[src/rtl/mlp_frame_sequencer.sv]
// rtl/mlp_frame_sequencer.sv - stream front end for the 8-feature MLP classifier
// Packs features into the classifier word, waits for it to settle, returns the class and counts results.
module mlp_frame_sequencer #(
  parameter int N_FEAT = 8,
  parameter int FEAT_W = 4,
  parameter int CLS_W  = 2,
  parameter int N_CLS  = 3,
  parameter int SETTLE = 2,
  parameter int CNT_W  = 16
) (
  input  logic                     clk,
  input  logic                     rst_n,
  input  logic                     s_valid,
  output logic                     s_ready,
  input  logic [FEAT_W-1:0]        s_feat,
  input  logic                     s_last,
  output logic [N_FEAT*FEAT_W-1:0] clf_inp,
  input  logic [CLS_W-1:0]         clf_out,
  output logic                     m_valid,
  input  logic                     m_ready,
  output logic [CLS_W-1:0]         m_class,
  output logic                     frame_err,
  input  logic                     stat_clr,
  output logic [N_CLS*CNT_W-1:0]   cls_count
);

  localparam int IDX_W = (N_FEAT > 1) ? $clog2(N_FEAT) : 1;

  typedef enum logic [1:0] {ST_COLLECT, ST_SETTLE, ST_OUTPUT} state_t;

  state_t                    state_q, state_d;
  logic [IDX_W-1:0]          idx_q;
  logic [3:0]                scnt_q;
  logic [N_FEAT*FEAT_W-1:0]  inp_q;
  logic [CLS_W-1:0]          class_q;
  logic                      err_q;
  logic [CNT_W-1:0]          cnt_q [N_CLS];

  logic accept, last_slot, settle_done, handshake;

  always_comb begin
    accept      = (state_q == ST_COLLECT) && s_valid;
    last_slot   = (idx_q == IDX_W'(N_FEAT - 1));
    settle_done = (state_q == ST_SETTLE) && (scnt_q == 4'(SETTLE - 1));
    handshake   = (state_q == ST_OUTPUT) && m_ready;
  end

  always_comb begin
    state_d = state_q;
    case (state_q)
      ST_COLLECT: if (accept && last_slot) state_d = ST_SETTLE;
      ST_SETTLE:  if (settle_done) state_d = ST_OUTPUT;
      ST_OUTPUT:  if (handshake) state_d = ST_COLLECT;
      default:    state_d = ST_COLLECT;
    endcase
  end

  always_ff @(posedge clk or negedge rst_n) begin
    if (!rst_n) state_q <= ST_COLLECT;
    else        state_q <= state_d;
  end

  // Frame assembly; an early s_last abandons the partial frame but keeps its written slots.
  always_ff @(posedge clk or negedge rst_n) begin
    if (!rst_n) begin
      idx_q <= '0;
      inp_q <= '0;
      err_q <= 1'b0;
    end else begin
      err_q <= 1'b0;
      if (accept) begin
        inp_q[idx_q*FEAT_W +: FEAT_W] <= s_feat;
        if (last_slot) begin
          idx_q <= '0;
          err_q <= !s_last;
        end else if (s_last) begin
          idx_q <= '0;
          err_q <= 1'b1;
        end else begin
          idx_q <= idx_q + IDX_W'(1);
        end
      end
    end
  end

  always_ff @(posedge clk or negedge rst_n) begin
    if (!rst_n) begin
      scnt_q  <= '0;
      class_q <= '0;
    end else if (settle_done) begin
      scnt_q  <= '0;
      class_q <= clf_out;
    end else if (state_q == ST_SETTLE) begin
      scnt_q  <= scnt_q + 4'd1;
    end
  end

  // Out-of-range classes match no counter, so they are returned but never counted.
  always_ff @(posedge clk or negedge rst_n) begin
    if (!rst_n) begin
      for (int c = 0; c < N_CLS; c++) cnt_q[c] <= '0;
    end else begin
      for (int c = 0; c < N_CLS; c++) begin
        if (stat_clr)
          cnt_q[c] <= '0;
        else if (handshake && (class_q == CLS_W'(c)) && (cnt_q[c] != {CNT_W{1'b1}}))
          cnt_q[c] <= cnt_q[c] + CNT_W'(1);
      end
    end
  end

  for (genvar g = 0; g < N_CLS; g++) begin : g_cnt
    assign cls_count[g*CNT_W +: CNT_W] = cnt_q[g];
  end

  assign s_ready   = (state_q == ST_COLLECT);
  assign m_valid   = (state_q == ST_OUTPUT);
  assign m_class   = class_q;
  assign clf_inp   = inp_q;
  assign frame_err = err_q;

endmodule

[config.mk]
export PLATFORM = sky130hd
export DESIGN_NAME = mlp_frame_sequencer
export DESIGN_NICKNAME = d
export VERILOG_FILES = /design/src/rtl/mlp_frame_sequencer.sv
export SDC_FILE = /design/constraint.sdc
export NUM_CORES = 1
export LEC_CHECK = 0
export CAP_MARGIN = 15
export CORE_MARGIN = 4
export CORE_UTILIZATION = 55
export CTS_BUF_LIST = sky130_fd_sc_hd__clkbuf_8
export DETAILED_ROUTE_END_ITERATION = 7
export GPL_TIMING_DRIVEN = 0
export HOLD_SLACK_MARGIN = 0.06
export PLACE_DENSITY = 0.85
export SYNTH_ARGS = -nofsm -noshare
export SYNTH_HDL_FRONTEND = slang
export SYNTH_SLANG_ARGS = --single-unit
export TNS_END_PERCENT = 50
[constraint.sdc]
create_clock -name clk -period 6.7 [get_ports clk]
set_clock_uncertainty 0.05 [all_clocks]
set_input_delay 1.34 -clock clk [delete_from_list [all_inputs] [get_ports clk]]
set_output_delay 1.34 -clock clk [all_outputs]
set_load 0.005 [all_outputs]
; After elaboration in Yosys (flattened, before gate mapping)
; Index checks and enable logic that the tools add are counted.
[word_totals]
reg_bits = 92
latch_bits = 0
ramBits = 0
mem_bits_ro = 0
in_bits = 12
out_inout_bits = 85
word_cells = 65
n_memories = 0
[op_classes]
add_sub_neg = 6
multipliers = 0
div_mod_pow = 0
order_cmp = 0
n_eq_ne = 12
shifts = 2
n_mux = 18
bitwise_logic = 0
n_reduce_logical = 18
[op_table]
columns = op, count
row1 = $mux W16, 6
row2 = $add A16 B1 Y16 const B, 3
row3 = $ne A16 B16 Y1 const B, 3
row4 = $neg A5 Y34, 1
row5 = $shift A4 B34 Y32 const A, 1
row6 = $shiftx A4 B34 Y32, 1
row7 = $bwmux W32, 1
row8 = $logic_and A1 B1 Y1, 10
row9 = $mux W4, 2
row10 = $reduce_bool A2 Y1, 4
row11 = $mux W2, 3
row12 = $mux W3, 2
row13 = $pmux W2 S3, 1
row14 = $add A4 B1 Y4 const B, 1
row15 = $eq A2 B1 Y1 const B, 2
row16 = $eq A2 B2 Y1 const B, 2
row17 = $eq A4 B1 Y1 const B, 1
row18 = $logic_not A2 Y1, 2
row19 = $ne A2 B1 Y1 const B, 2
row20 = $add A3 B1 Y3 const B, 1
row21 = $eq A3 B3 Y1 const B, 1
row22 = $mux W1, 3
row23 = $reduce_and A3 Y1, 1
row24 = $ne A2 B2 Y1 const B, 1
row25 = $logic_not A1 Y1, 1

; Longest topological paths before layout
[depth]
ltp_word = 6
mapped_depth = 9
mapped_depth_nobuf = 7

; Least setup slack after synthesis
; Ideal clock, no wire load.
[synth_path]
path_kind = input-to-reg
from = input s_valid
to = register inp_q[0], in the netlist clf_inp[0]
setup_time_ps = 125
arrival_ps = 2592
required_time_ps = 6525
slack_ps = 3933
stages = 4
path_buffers = 1
path_cell_list = or3b_4 or4_1 buf_2 mux2_2
[synth_between]
elab_chain_cells = 1
[synth_rtl]
columns = item, line
row1 = start: declaration, 13  ; input logic s_valid,
row2 = $logic_and A1 B1 Y1, 42  ; accept = (state_q == ST_COLLECT) && s_valid;
row3 = end signal: indexed assignment, 72  ; inp_q[idx_q*FEAT_W +: FEAT_W] <= s_feat;
row4 = end: declaration, 34  ; logic [N_FEAT*FEAT_W-1:0] inp_q;
; No other way between the ends.
; A chain may end at the register's enable or synchronous reset.

; Worst setup path after layout
[layout_path]
from = input m_ready
to = register cnt_q (netlist bit cls_count[47])
[layout_between]
elab_chain_cells = 4
[layout_rtl]
columns = item, line
row1 = start: declaration, 20  ; input logic m_ready,
row2 = $logic_and A1 B1 Y1, 45  ; handshake = (state_q == ST_OUTPUT) && m_ready;
row3 = $logic_and A1 B1 Y1 (2 in series), 106  ; else if (handshake && (class_q == CLS_W'(c)) && (cnt_q[c] != {CNT_W{1'b1}}))
row4 = $reduce_bool A2 Y1 (no source line), -
row5 = end signal: indexed assignment, 107  ; cnt_q[c] <= cnt_q[c] + CNT_W'(1);
row6 = end: declaration, 37  ; logic [CNT_W-1:0] cnt_q [N_CLS];
; No other way between the ends.

==> report_table.html <==
<table>
<tr><th>Metric</th><th>Value</th></tr>
<tr><th colspan="2">Job</th></tr>
<tr><td>MaxCap Viol Count</td><td>0</td></tr>
<tr><th colspan="2">Synthesis</th></tr>
<tr><td>Synthesized-area fraction occupied by and/or/nand/nor cells</td><td>0.261</td></tr>
<tr><td>Sequential element share of the synthesized area</td><td>0.506</td></tr>
<tr><td>Net Count, Synth</td><td>494</td></tr>
<tr><td>Netlist cell types</td><td>42</td></tr>
<tr><td>Ys flop type</td><td>sky130_fd_sc_hd__dfrtp_1</td></tr>
<tr><td>Share of async-settable or async-resettable flops after synthesis</td><td>1.00</td></tr>
<tr><td>Post-synth top area share</td><td>0.506</td></tr>
<tr><td>Post-synthesis mux area share</td><td>0.0217</td></tr>
<tr><td>Xor/xnor cell area share of the yosys netlist</td><td>0.0712</td></tr>
<tr><td>Area of the mapped netlist</td><td>4550 um2</td></tr>
<tr><td>Register bit count reported by yosys</td><td>92</td></tr>
<tr><td>Yosys warns</td><td>0</td></tr>
<tr><td>Adder-cell area share of the yosys netlist</td><td>0.0330</td></tr>
<tr><td>Post-Syn Instances</td><td>470</td></tr>
<tr><td>EDFF count, synth</td><td>0</td></tr>
<tr><td>Largest area contributor in the synthesized netlist</td><td>sky130_fd_sc_hd__dfrtp_1</td></tr>
<tr><td>Largest family of logic cells by synthesized area</td><td>simple AND/OR/NAND/NOR gates</td></tr>
<tr><td>Per-instance average area after synthesis</td><td>about 9.7 um2</td></tr>
<tr><td>Synth Area in Compound Gates</td><td>0.0805</td></tr>
<tr><td>Dominant cells by area after synthesis</td><td>sky130_fd_sc_hd__dfrtp_1 (51%), sky130_fd_sc_hd__xnor2_1 (5.4%), sky130_fd_sc_hd__nand2_1 (4.8%)</td></tr>
<tr><th colspan="2">Placed design</th></tr>
<tr><td>HPWL after DPL</td><td>8.01 mm</td></tr>
<tr><td>Port-buffer cells</td><td>95</td></tr>
<tr><td>Global placement routability congestion</td><td>0.929</td></tr>
<tr><th colspan="2">Power and ir drop</th></tr>
<tr><td>Pleak</td><td>2.35 nW</td></tr>
<tr><td>Peak VDD IR</td><td>0.000242 V</td></tr>
<tr><td>Pwr/cell area</td><td>about 230 nW/um2</td></tr>
<tr><th colspan="2">CTS</th></tr>
<tr><td>Hold-fix buffers at CTS</td><td>0</td></tr>
<tr><td>Clk slew on worst S/H paths</td><td>0.09 ns</td></tr>
<tr><td>Cts bufs inserted</td><td>9</td></tr>
<tr><td>CTS tree</td><td>built</td></tr>
<tr><td>Number of clock sinks</td><td>92</td></tr>
<tr><td>Depth of the CTS H-tree</td><td>3</td></tr>
<tr><td>Clock tree root buffer cell</td><td>sky130_fd_sc_hd__clkbuf_8</td></tr>
<tr><td>Clock latency of the later-clocked register in the worst-skew pair</td><td>approximately 0.36 ns</td></tr>
<tr><td>Setup Fix Bufs, Post-CTS</td><td>0</td></tr>
<tr><td>Post-CTS Resized</td><td>0</td></tr>
<tr><td>Maximum number of buffers from clock root to sink</td><td>2</td></tr>
<tr><th colspan="2">Global routing</th></tr>
<tr><td>Largest net degree at the start of global routing</td><td>between 70 and 80</td></tr>
<tr><td>Number of global-route vias before repair</td><td>3892</td></tr>
<tr><td>Most Used Layer, Global Route</td><td>met2</td></tr>
<tr><td>Global routing usage on met1</td><td>0.314</td></tr>
<tr><td>Overflow after GRT</td><td>0</td></tr>
<tr><td>First-pass GRT wire length</td><td>18.9 mm</td></tr>
<tr><td>Met3 GRT Util</td><td>0.0729</td></tr>
<tr><td>Initial antenna violation count</td><td>0</td></tr>
<tr><td>Gr usage total</td><td>0.237</td></tr>
<tr><td>GRT met2 Usage</td><td>0.376</td></tr>
<tr><th colspan="2">Cells and area</th></tr>
<tr><td>Antenna cell count</td><td>0</td></tr>
<tr><td>Combined flip-flop and latch cell area</td><td>2300 um2</td></tr>
<tr><td>Count of filler cells inserted in the layout</td><td>between 500 and 600</td></tr>
<tr><td>Multi-input combinational cell area</td><td>2130 um2</td></tr>
<tr><td>Layout area overhead</td><td>29.4%</td></tr>
<tr><td>Share of cells above drive strength 1</td><td>0.0583</td></tr>
<tr><td>Finished Core Util</td><td>0.747</td></tr>
<tr><td>Number of nets in the layout</td><td>602</td></tr>
<tr><th colspan="2">Critical path</th></tr>
<tr><td>Required arrival time at the worst endpoint</td><td>~7 ns</td></tr>
<tr><td>Setup crit start kind</td><td>input port</td></tr>
<tr><td>Slack of the worst reg-to-reg path</td><td>4.23 ns</td></tr>
<tr><td>Critical path start-end classification</td><td>in -&gt; reg</td></tr>
<tr><td>Maximum net fanout on the critical path</td><td>7</td></tr>
<tr><td>Signal arrival time at the worst endpoint</td><td>3.36 ns</td></tr>
<tr><td>Endpoint type of the worst setup path</td><td>flip-flop</td></tr>
<tr><th colspan="2">Timing</th></tr>
<tr><td>Measured slew at the worst slew-check pin</td><td>0.784 ns</td></tr>
<tr><td>Setup violations, final</td><td>0</td></tr>
<tr><td>Headroom to the max-slew limit</td><td>0.476</td></tr>
<tr><td>Unrepaired setup endpoints after global routing</td><td>false</td></tr>
<tr><td>Time the final worst path needs with I/O delays and setup</td><td>about 3.1 ns</td></tr>
<tr><td>Accumulated negative setup slack</td><td>0 ns</td></tr>
<tr><td>Fin crit share</td><td>0.469</td></tr>
<tr><td>Final hold viol count</td><td>0</td></tr>
<tr><td>Max-slew violation count</td><td>0</td></tr>
<tr><td>Highest attainable clock frequency</td><td>318 MHz</td></tr>
<tr><th colspan="2">Routing</th></tr>
<tr><td>Wire per inst</td><td>between 15 and 20 um</td></tr>
<tr><td>Final routed wirelength across all metal layers</td><td>11.1 mm</td></tr>
<tr><td>Starting DRT DRC Count</td><td>approximately 190</td></tr>
<tr><td>Drc violations</td><td>0</td></tr>
<tr><td>Iteration count of the initial detailed-routing pass</td><td>5</td></tr>
<tr><td>Total via count in the routed design</td><td>3921</td></tr>
<tr><td>Number of nets with antenna violations after routing</td><td>0</td></tr>
<tr><td>Via density per instance</td><td>5.72</td></tr>
<tr><th colspan="2">Floorplan</th></tr>
<tr><td>Placeable core region</td><td>7890 um2</td></tr>
<tr><td>Num rows</td><td>32</td></tr>
<tr><td>Die Width</td><td>just under 100 um</td></tr>
<tr><td>Starting utilization of the core area</td><td>0.577</td></tr>
<tr><td>Area of the die</td><td>9800 um2</td></tr>
<tr><td>Num ports</td><td>97</td></tr>
<tr><td>Vertical die dimension</td><td>roughly 99 um</td></tr>
<tr><th colspan="2">Status</th></tr>
<tr><td>Result of the run</td><td>completed</td></tr>
<tr><th colspan="2">Hold path</th></tr>
<tr><td>Type of the tightest min-delay check</td><td>reg -&gt; reg</td></tr>
</table>
## state kept, by name, indices dropped and copies added (netlist names)
signal / count
scnt_q: 4
m_class: 2
cls_count: 48
clf_inp: 32
state_q: 2
idx_q: 3
frame_err: 1
## stage by stage
step                      total power, mW  worst slack, ns  instance area (um2)  std cells  hold slack [ns]
after global placement              0.935            0.974                 5630        667            0.413
final                                1.38             3.56                 5890        685            0.435
after global routing                 1.46             3.35                 5890        685            0.466
after CTS                            1.39             3.58                 5890        684            0.436
after detailed placement            0.949             3.21                 5660        668            0.416
after floorplan                     0.792             3.93                 4550        470            0.418
## layout by cell type, fill, tap and decap left out, types with 2 or more instances in the layout
| cell type | netlist | final |
|---|---|---|
| sky130_fd_sc_hd__a31oi_1 | 6 | 6 |
| sky130_fd_sc_hd__inv_1 | 13 | 15 |
| sky130_fd_sc_hd__mux2_2 | 7 | 7 |
| sky130_fd_sc_hd__ha_1 | 12 | 12 |
| sky130_fd_sc_hd__nand3_1 | 30 | 30 |
| sky130_fd_sc_hd__o31ai_1 | 8 | 8 |
| sky130_fd_sc_hd__nor4b_1 | 3 | 3 |
| sky130_fd_sc_hd__and4_1 | 3 | 3 |
| sky130_fd_sc_hd__a21oi_1 | 8 | 8 |
| sky130_fd_sc_hd__nor3b_1 | 6 | 6 |
| sky130_fd_sc_hd__nor3_1 | 16 | 16 |
| sky130_fd_sc_hd__mux2i_1 | 2 | 2 |
| sky130_fd_sc_hd__bufinv_16 | 0 | 3 |
| sky130_fd_sc_hd__nand2b_1 | 5 | 5 |
| sky130_fd_sc_hd__clkdlybuf4s50_1 | 0 | 94 |
| sky130_fd_sc_hd__or4_1 | 2 | 2 |
| sky130_fd_sc_hd__nand4_1 | 17 | 17 |
| sky130_fd_sc_hd__o21ai_0 | 31 | 31 |
| sky130_fd_sc_hd__clkinv_2 | 0 | 2 |
| sky130_fd_sc_hd__clkbuf_1 | 11 | 11 |
| sky130_fd_sc_hd__buf_2 | 2 | 2 |
| sky130_fd_sc_hd__nor4_1 | 11 | 11 |
| sky130_fd_sc_hd__or3_1 | 7 | 7 |
| sky130_fd_sc_hd__buf_6 | 2 | 2 |
| sky130_fd_sc_hd__a211oi_1 | 6 | 6 |
| sky130_fd_sc_hd__xor2_1 | 9 | 9 |
| sky130_fd_sc_hd__dfrtp_1 | 92 | 92 |
| sky130_fd_sc_hd__nand2_1 | 58 | 58 |
| sky130_fd_sc_hd__and4bb_2 | 2 | 2 |
| sky130_fd_sc_hd__nor2_1 | 50 | 50 |
| sky130_fd_sc_hd__and3_1 | 8 | 8 |
| sky130_fd_sc_hd__nand4b_1 | 2 | 2 |
| sky130_fd_sc_hd__nor2b_1 | 2 | 2 |
| sky130_fd_sc_hd__clkbuf_8 | 0 | 9 |
| sky130_fd_sc_hd__xnor2_1 | 28 | 28 |
## per-layer routing
metal	vias up	part of all wire	wire length, um
li1	1880	-	-
met1	1882	0.42	4680
met2	137	0.48	5270
met3	22	0.082	907
met4	0	0.018	199
met5	-	0	0
## power breakdown
part           total, mW  internal, mW  switching [mW]
Sequential         0.649         0.607          0.0419
Combinational      0.298         0.149           0.149
Clock              0.436         0.244           0.192
## synth_stat cells (3+ instances only)
library cell,n
sky130_fd_sc_hd__nand3_1,30
sky130_fd_sc_hd__and3_1,8
sky130_fd_sc_hd__o21ai_0,31
sky130_fd_sc_hd__nand2_1,58
sky130_fd_sc_hd__ha_1,12
sky130_fd_sc_hd__a21oi_1,8
sky130_fd_sc_hd__nor4b_1,3
sky130_fd_sc_hd__dfrtp_1,92
sky130_fd_sc_hd__clkbuf_1,11
sky130_fd_sc_hd__o31ai_1,8
sky130_fd_sc_hd__nor3_1,16
sky130_fd_sc_hd__nor3b_1,6
sky130_fd_sc_hd__and4_1,3
sky130_fd_sc_hd__or3_1,7
sky130_fd_sc_hd__inv_1,13
sky130_fd_sc_hd__a31oi_1,6
sky130_fd_sc_hd__nand2b_1,5
sky130_fd_sc_hd__mux2_2,7
sky130_fd_sc_hd__nor2_1,50
sky130_fd_sc_hd__a211oi_1,6
sky130_fd_sc_hd__xnor2_1,28
sky130_fd_sc_hd__nor4_1,11
sky130_fd_sc_hd__xor2_1,9
sky130_fd_sc_hd__nand4_1,17
## cells by family (layout without fill, tap and decap cells)
| logic type | Yosys count | in the layout |
|---|---|---|
| AND/OR/NAND/NOR | 229 | 229 |
| flip-flops | 92 | 92 |
| AO/OA/AOI/OAI | 63 | 63 |
| XOR/XNOR | 37 | 37 |
| buffers and inverters | 28 | 141 |
| adder cells (fa/ha/maj) | 12 | 12 |
| multiplexers | 9 | 9 |
## critical path: stages
cell and delay [ns]:
sky130_fd_sc_hd__clkdlybuf4s50_1 0.61, sky130_fd_sc_hd__nand4bb_1 0.17, sky130_fd_sc_hd__nor2_1 0.13, sky130_fd_sc_hd__or4b_1 0.46, sky130_fd_sc_hd__buf_2 0.17, sky130_fd_sc_hd__or3_1 0.34, sky130_fd_sc_hd__a21oi_1 0.14
## final cells by class
type	count	share of cell area
flip-flops and latches	92	0.391
inverters	13	0.00828
well taps	102	0.0217
plain buffers	15	0.0125
clock buffers	9	0.0210
repair buffers	97	0.166
clock inverters	7	0.0183
multi-input cells	350	0.361
## path summary, 6_finish.rpt
path,end,start,cells after the start
worst max-delay path,cls_count[47],m_ready,7
worst min-delay path,clf_inp[12],clf_inp[12],2
worst max register to register,clf_inp[1],idx_q[0],9
worst min register to register,clf_inp[12],clf_inp[12],2
max in group asynchronous,cls_count[43],rst_n,2
min in group asynchronous,cls_count[13],rst_n,1
No activity file was read; power rests on OpenSTA's default activity.
